--- src/rtl/programmable_counter_pkg.sv ---
// Shared definitions for the programmable counter.
//   state_t      : FSM state type (IDLE, COUNT, DONE)
//   DefaultWidth : default counter width in bits
package programmable_counter_pkg;

    localparam int unsigned DefaultWidth = 8;

    // Encoding keeps busy and done as single register bits: bit 0 = COUNT, bit 1 = DONE.
    typedef enum logic [1:0] {
        IDLE  = 2'b00,
        COUNT = 2'b01,
        DONE  = 2'b10
    } state_t;

endpackage

--- src/rtl/NMI_using_TMI.sv ---
// N-bit modular incrementer built from a chain of 2-bit incrementer slices.
// Computes sum = a + 1 mod 2^S without an adder; carry_out is high when a is all-ones.
//   a         : S-bit operand (S even, >= 2)
//   sum       : S-bit incremented value
//   carry_out : wrap indication
module NMI_using_TMI
    import programmable_counter_pkg::*;
#(
    parameter int unsigned S = DefaultWidth
) (
    input  logic [S-1:0] a,
    output logic [S-1:0] sum,
    output logic         carry_out
);

    localparam int unsigned Pairs = S / 2;

    logic [Pairs:0] carry;

    // Increment is a carry-in of one into the lowest slice.
    assign carry[0] = 1'b1;

    for (genvar i = 0; i < Pairs; i++) begin : g_tmi
        assign sum[2*i]     = a[2*i] ^ carry[i];
        assign sum[2*i+1]   = a[2*i+1] ^ (a[2*i] & carry[i]);
        assign carry[i+1]   = carry[i] & a[2*i] & a[2*i+1];
    end

    assign carry_out = carry[Pairs];

endmodule

--- src/rtl/programmable_counter.sv ---
// Programmable up-counter: loads load_val on start, counts on en, pulses done on wrap to zero.
//   clk      : clock (rising edge)
//   rst      : asynchronous active-high reset
//   start    : load load_val and begin a run (honoured only in IDLE)
//   load_val : start value
//   en       : count enable while running
//   abort    : cancel a run, count holds
//   count    : registered counter value
//   busy     : high while counting
//   done     : one-cycle pulse after the run wraps
module programmable_counter
    import programmable_counter_pkg::*;
#(
    parameter int unsigned S = DefaultWidth
) (
    input  logic         clk,
    input  logic         rst,
    input  logic         start,
    input  logic [S-1:0] load_val,
    input  logic         en,
    input  logic         abort,
    output logic [S-1:0] count,
    output logic         busy,
    output logic         done
);

    state_t       state_q, state_d;
    logic [S-1:0] count_q, count_d;
    logic [S-1:0] inc_sum;
    logic         inc_carry;

    NMI_using_TMI #(.S(S)) u_inc (
        .a         (count_q),
        .sum       (inc_sum),
        .carry_out (inc_carry)
    );

    always_ff @(posedge clk or posedge rst) begin
        if (rst) begin
            state_q <= IDLE;
            count_q <= '0;
        end else begin
            state_q <= state_d;
            count_q <= count_d;
        end
    end

    always_comb begin
        state_d = state_q;
        count_d = count_q;
        unique case (state_q)
            IDLE: begin
                if (start) begin
                    count_d = load_val;
                    state_d = COUNT;
                end
            end
            COUNT: begin
                // abort wins over en and leaves count where it is
                if (abort) begin
                    state_d = IDLE;
                end else if (en) begin
                    count_d = inc_sum;
                    if (inc_carry) begin
                        state_d = DONE;
                    end
                end
            end
            DONE: begin
                count_d = '0;
                state_d = IDLE;
            end
            default: begin
                count_d = '0;
                state_d = IDLE;
            end
        endcase
    end

    // Outputs come straight from register bits thanks to the state encoding.
    assign count = count_q;
    assign busy  = state_q[0];
    assign done  = state_q[1];

endmodule

--- config.mk ---
export PLATFORM = sky130hd
export DESIGN_NAME = programmable_counter
export DESIGN_NICKNAME = d
export VERILOG_FILES = /design/src/rtl/programmable_counter_pkg.sv /design/src/rtl/NMI_using_TMI.sv /design/src/rtl/programmable_counter.sv
export SDC_FILE = /design/constraint.sdc
export NUM_CORES = 1
export LEC_CHECK = 0
export BUFFER_PORTS_ARGS = -buffer_cell sky130_fd_sc_hd__buf_2
export CAP_MARGIN = 20
export CORE_MARGIN = 3
export CORE_UTILIZATION = 30
export CTS_CLUSTER_SIZE = 8
export DETAILED_ROUTE_END_ITERATION = 16
export SLEW_MARGIN = 5
export SYNTH_ARGS = -nofsm -noshare
export SYNTH_HDL_FRONTEND = slang
export SYNTH_SLANG_ARGS = --single-unit
--- constraint.sdc ---
create_clock -name clk -period 5.6 [get_ports clk]
set_clock_uncertainty 0.15 [all_clocks]
set_input_delay 0.28 -clock clk [delete_from_list [all_inputs] [get_ports clk]]
set_output_delay 0.28 -clock clk [all_outputs]
set_load 0.01 [all_outputs]
==> flow_summary.toml <==
[outcome]
status = "complete, no violations"

[timing]
fmax_mhz = 400.3
setup_violations = 0
tightest_slew_ps = 506.7
period_share_pct = 44.61
period_needed_ps = 2498
holdWs_ps = 151.4
hold_viol = 0
slew_violations = 0
rsz0062_at_grt = "false"
layout_setup_ws_ps = 3102
maxSlewHeadroom_pct = 66.22
setup_tns_ps = 0

[synth]
yosys-top-cells-area = "dfrtp_1 (40%), mux2_2 (14%), ha_1 (14%), mux2i_1 (11%), nor2_1 (4.8%)"
synth_seq_area_share_pct = 39.76
synthFlopType = "dfrtp_1"
syn-num-nets = 72
ys_types = 15
synth.cell_area_um2 = 629.4
yosysMostFrequentCell = "dfrtp_1"
postSynthAreaPerCell_um2 = 12.10
yosysWarningCount = 0
synth_edf_count = 0
synth_common_cells = "dfrtp_1 (10), mux2_2 (8), nor2_1 (8)"
synthCells = 52
async_flop_share_pct = 100.0
synth_top_area_share_pct = 39.76
synth-seq-cells = 10
synth_area_leader_cell = "dfrtp_1"

[layout]
final_util_pct = 43.10
drive_above_1_share_pct = 50.65
fillCellCount = 202
nets = 98
diodes = 0
areaGrowthSynthToFinish_pct = 27.24

[clocking]
post_cts_resized = 0
h-tree-depth = 1
cts.clk_slew.worst_paths_ps = 70
clock-sinks = 10
numCtsBuffers = 3
cts_root_buf = "clkbuf_4"
clk_path_buf_depth = 2
cts_setup_buffers = 0
cts_tree = "built"
insertion_delay_ps = 260

[route]
route.detailed.drc = 0
ant_nets = 0
drt_first_pass_iters = 4
drt_wl_total_um = 1252
dr_total_vias = 467
routedWlPerCell_um = 12.27
via_per_inst = 4.578
drtIter0Drc = 3

[critical_path]
critical_path_class = "reg2reg"
reg2regPathDepth = 10
crit_arrival_ps = 2500
critPathMaxFanout = 4
end_kind = "flop"
worstSetupStartpointType = "flop"
cp.required_ps = 5600

[job]
drv_cap = 0

[power_and_ir_drop]
power.density_mw_per_mm2 = 430.8
ir_drop_mv = 0.2163
finalPower_mw = 0.3450
power_leakage_nw = 0.4184

[floorplanning]
core_mm2 = 0.001858
start_util_pct = 33.87
die_x_um = 51.80
ios = 23
dieArea_mm2 = 0.002683
num_rows = 15
die_h_um = 51.80

[global_route]
overflow = 0
grt_max_degree = 13
antenna_found_initial = 0
grt_pass1_vias = 460
grtUsageTotal_pct = 10.22
grt_first_pass_wirelength_um = 2007

[placed_design]
preCtsSetupSlack_ps = 3099
place_congestion = 0.6704
port-buffer-count = 22
place.detailed.hpwl_um = 949.3

[hold_path]
min_path_type = "in2reg"
hold_depth = 3
-- power by group --
part           leakage [nW]  switching, mW  internal (mW)
logic                 0.278         0.0661         0.0824
clock network        0.0210         0.0265         0.0395
registers             0.120         0.0276          0.103
-- stage by stage --
step                      cell area, um^2  instances
after floorplan                     629.4         52
after global placement              754.5         97
after detailed placement            754.5         97
after CTS                           800.8        102
after global routing                800.8        102
final                               800.8        102
-- logic make-up after synthesis --
| family | count (synthesis) | synth area share, % |
|---|---|---|
| muxes | 15 | 25.45 |
| and+or+nand+nor | 14 | 12.92 |
| DFF | 10 | 39.76 |
| adders and majority gates | 7 | 13.92 |
| AOI/OAI and AO/OA | 3 | 4.772 |
| buffers and inverters | 3 | 3.179 |
-- cell type report --
class	count	area [um^2]	share of cell area (%)
Multi-Input combinational cell	39	359.1	44.84
Sequential cell	10	250.2	31.25
Timing Repair Buffer	23	120.1	15.00
Clock buffer	4	36.28	4.531
Tap cell	25	31.28	3.906
Inverter	1	3.754	0.4688
-- cell usage in the layout (no fill, tap or decap) --
cell | synthesis | final
buf_2 | 1 | 22
or2b_2 | 2 | 2
mux2i_1 | 7 | 7
nor2b_4 | 1 | 1
clkbuf_4 | 0 | 3
nor2_1 | 8 | 8
nand2_1 | 1 | 1
inv_1 | 1 | 1
clkbuf_8 | 0 | 1
a21oi_1 | 2 | 2
ha_1 | 7 | 7
dlygate4sd3_1 | 0 | 1
nor3b_1 | 1 | 1
mux2_2 | 8 | 8
dfrtp_1 | 10 | 10
a211oi_4 | 1 | 1
and2b_2 | 1 | 1
-- flip-flops by register name, summed over array words and instances, names as in the netlist --
name     cells
count        8
state_q      2
-- repair_timing --
item / 4_1_cts / 5_1_grt
setup endpoints to repair: 0 / 0
hold endpoints to repair: 10 / 0
hold buffers: 1 / 0
-- path summary, 6_finish.rpt --
check	from	slack, ps	to
max in group asynchronous	rst	4620	count[3]$_DFFE_PP0P_
max	count[0]$_DFFE_PP0P_	3100	count[7]$_DFFE_PP0P_
min reg2reg	count[7]$_DFFE_PP0P_	390	count[7]$_DFFE_PP0P_
min	en	150	state_q[1]$_DFFE_PP0P_
max reg2reg	count[0]$_DFFE_PP0P_	3100	count[7]$_DFFE_PP0P_
min in group asynchronous	rst	390	state_q[0]$_DFFE_PP0P_
-- worst max-delay path, cell delays in order, from the launching register on --
cell     delay [ps]
dfrtp_1         410
ha_1            210
ha_1            180
ha_1            180
ha_1            180
ha_1            190
ha_1            180
ha_1            260
mux2i_1         130
nor2_1           50
mux2_2          270
-- routing by layer --
layer	vias to the layer above	track usage [%]	part of all wire, %
li1	230	-	-
met4	0	3.930	0.96
met3	2	3.438	6.2
met5	-	0	0
met2	17	15.47	45
met1	218	13.37	48
No activity file was read; power rests on OpenSTA's default activity.
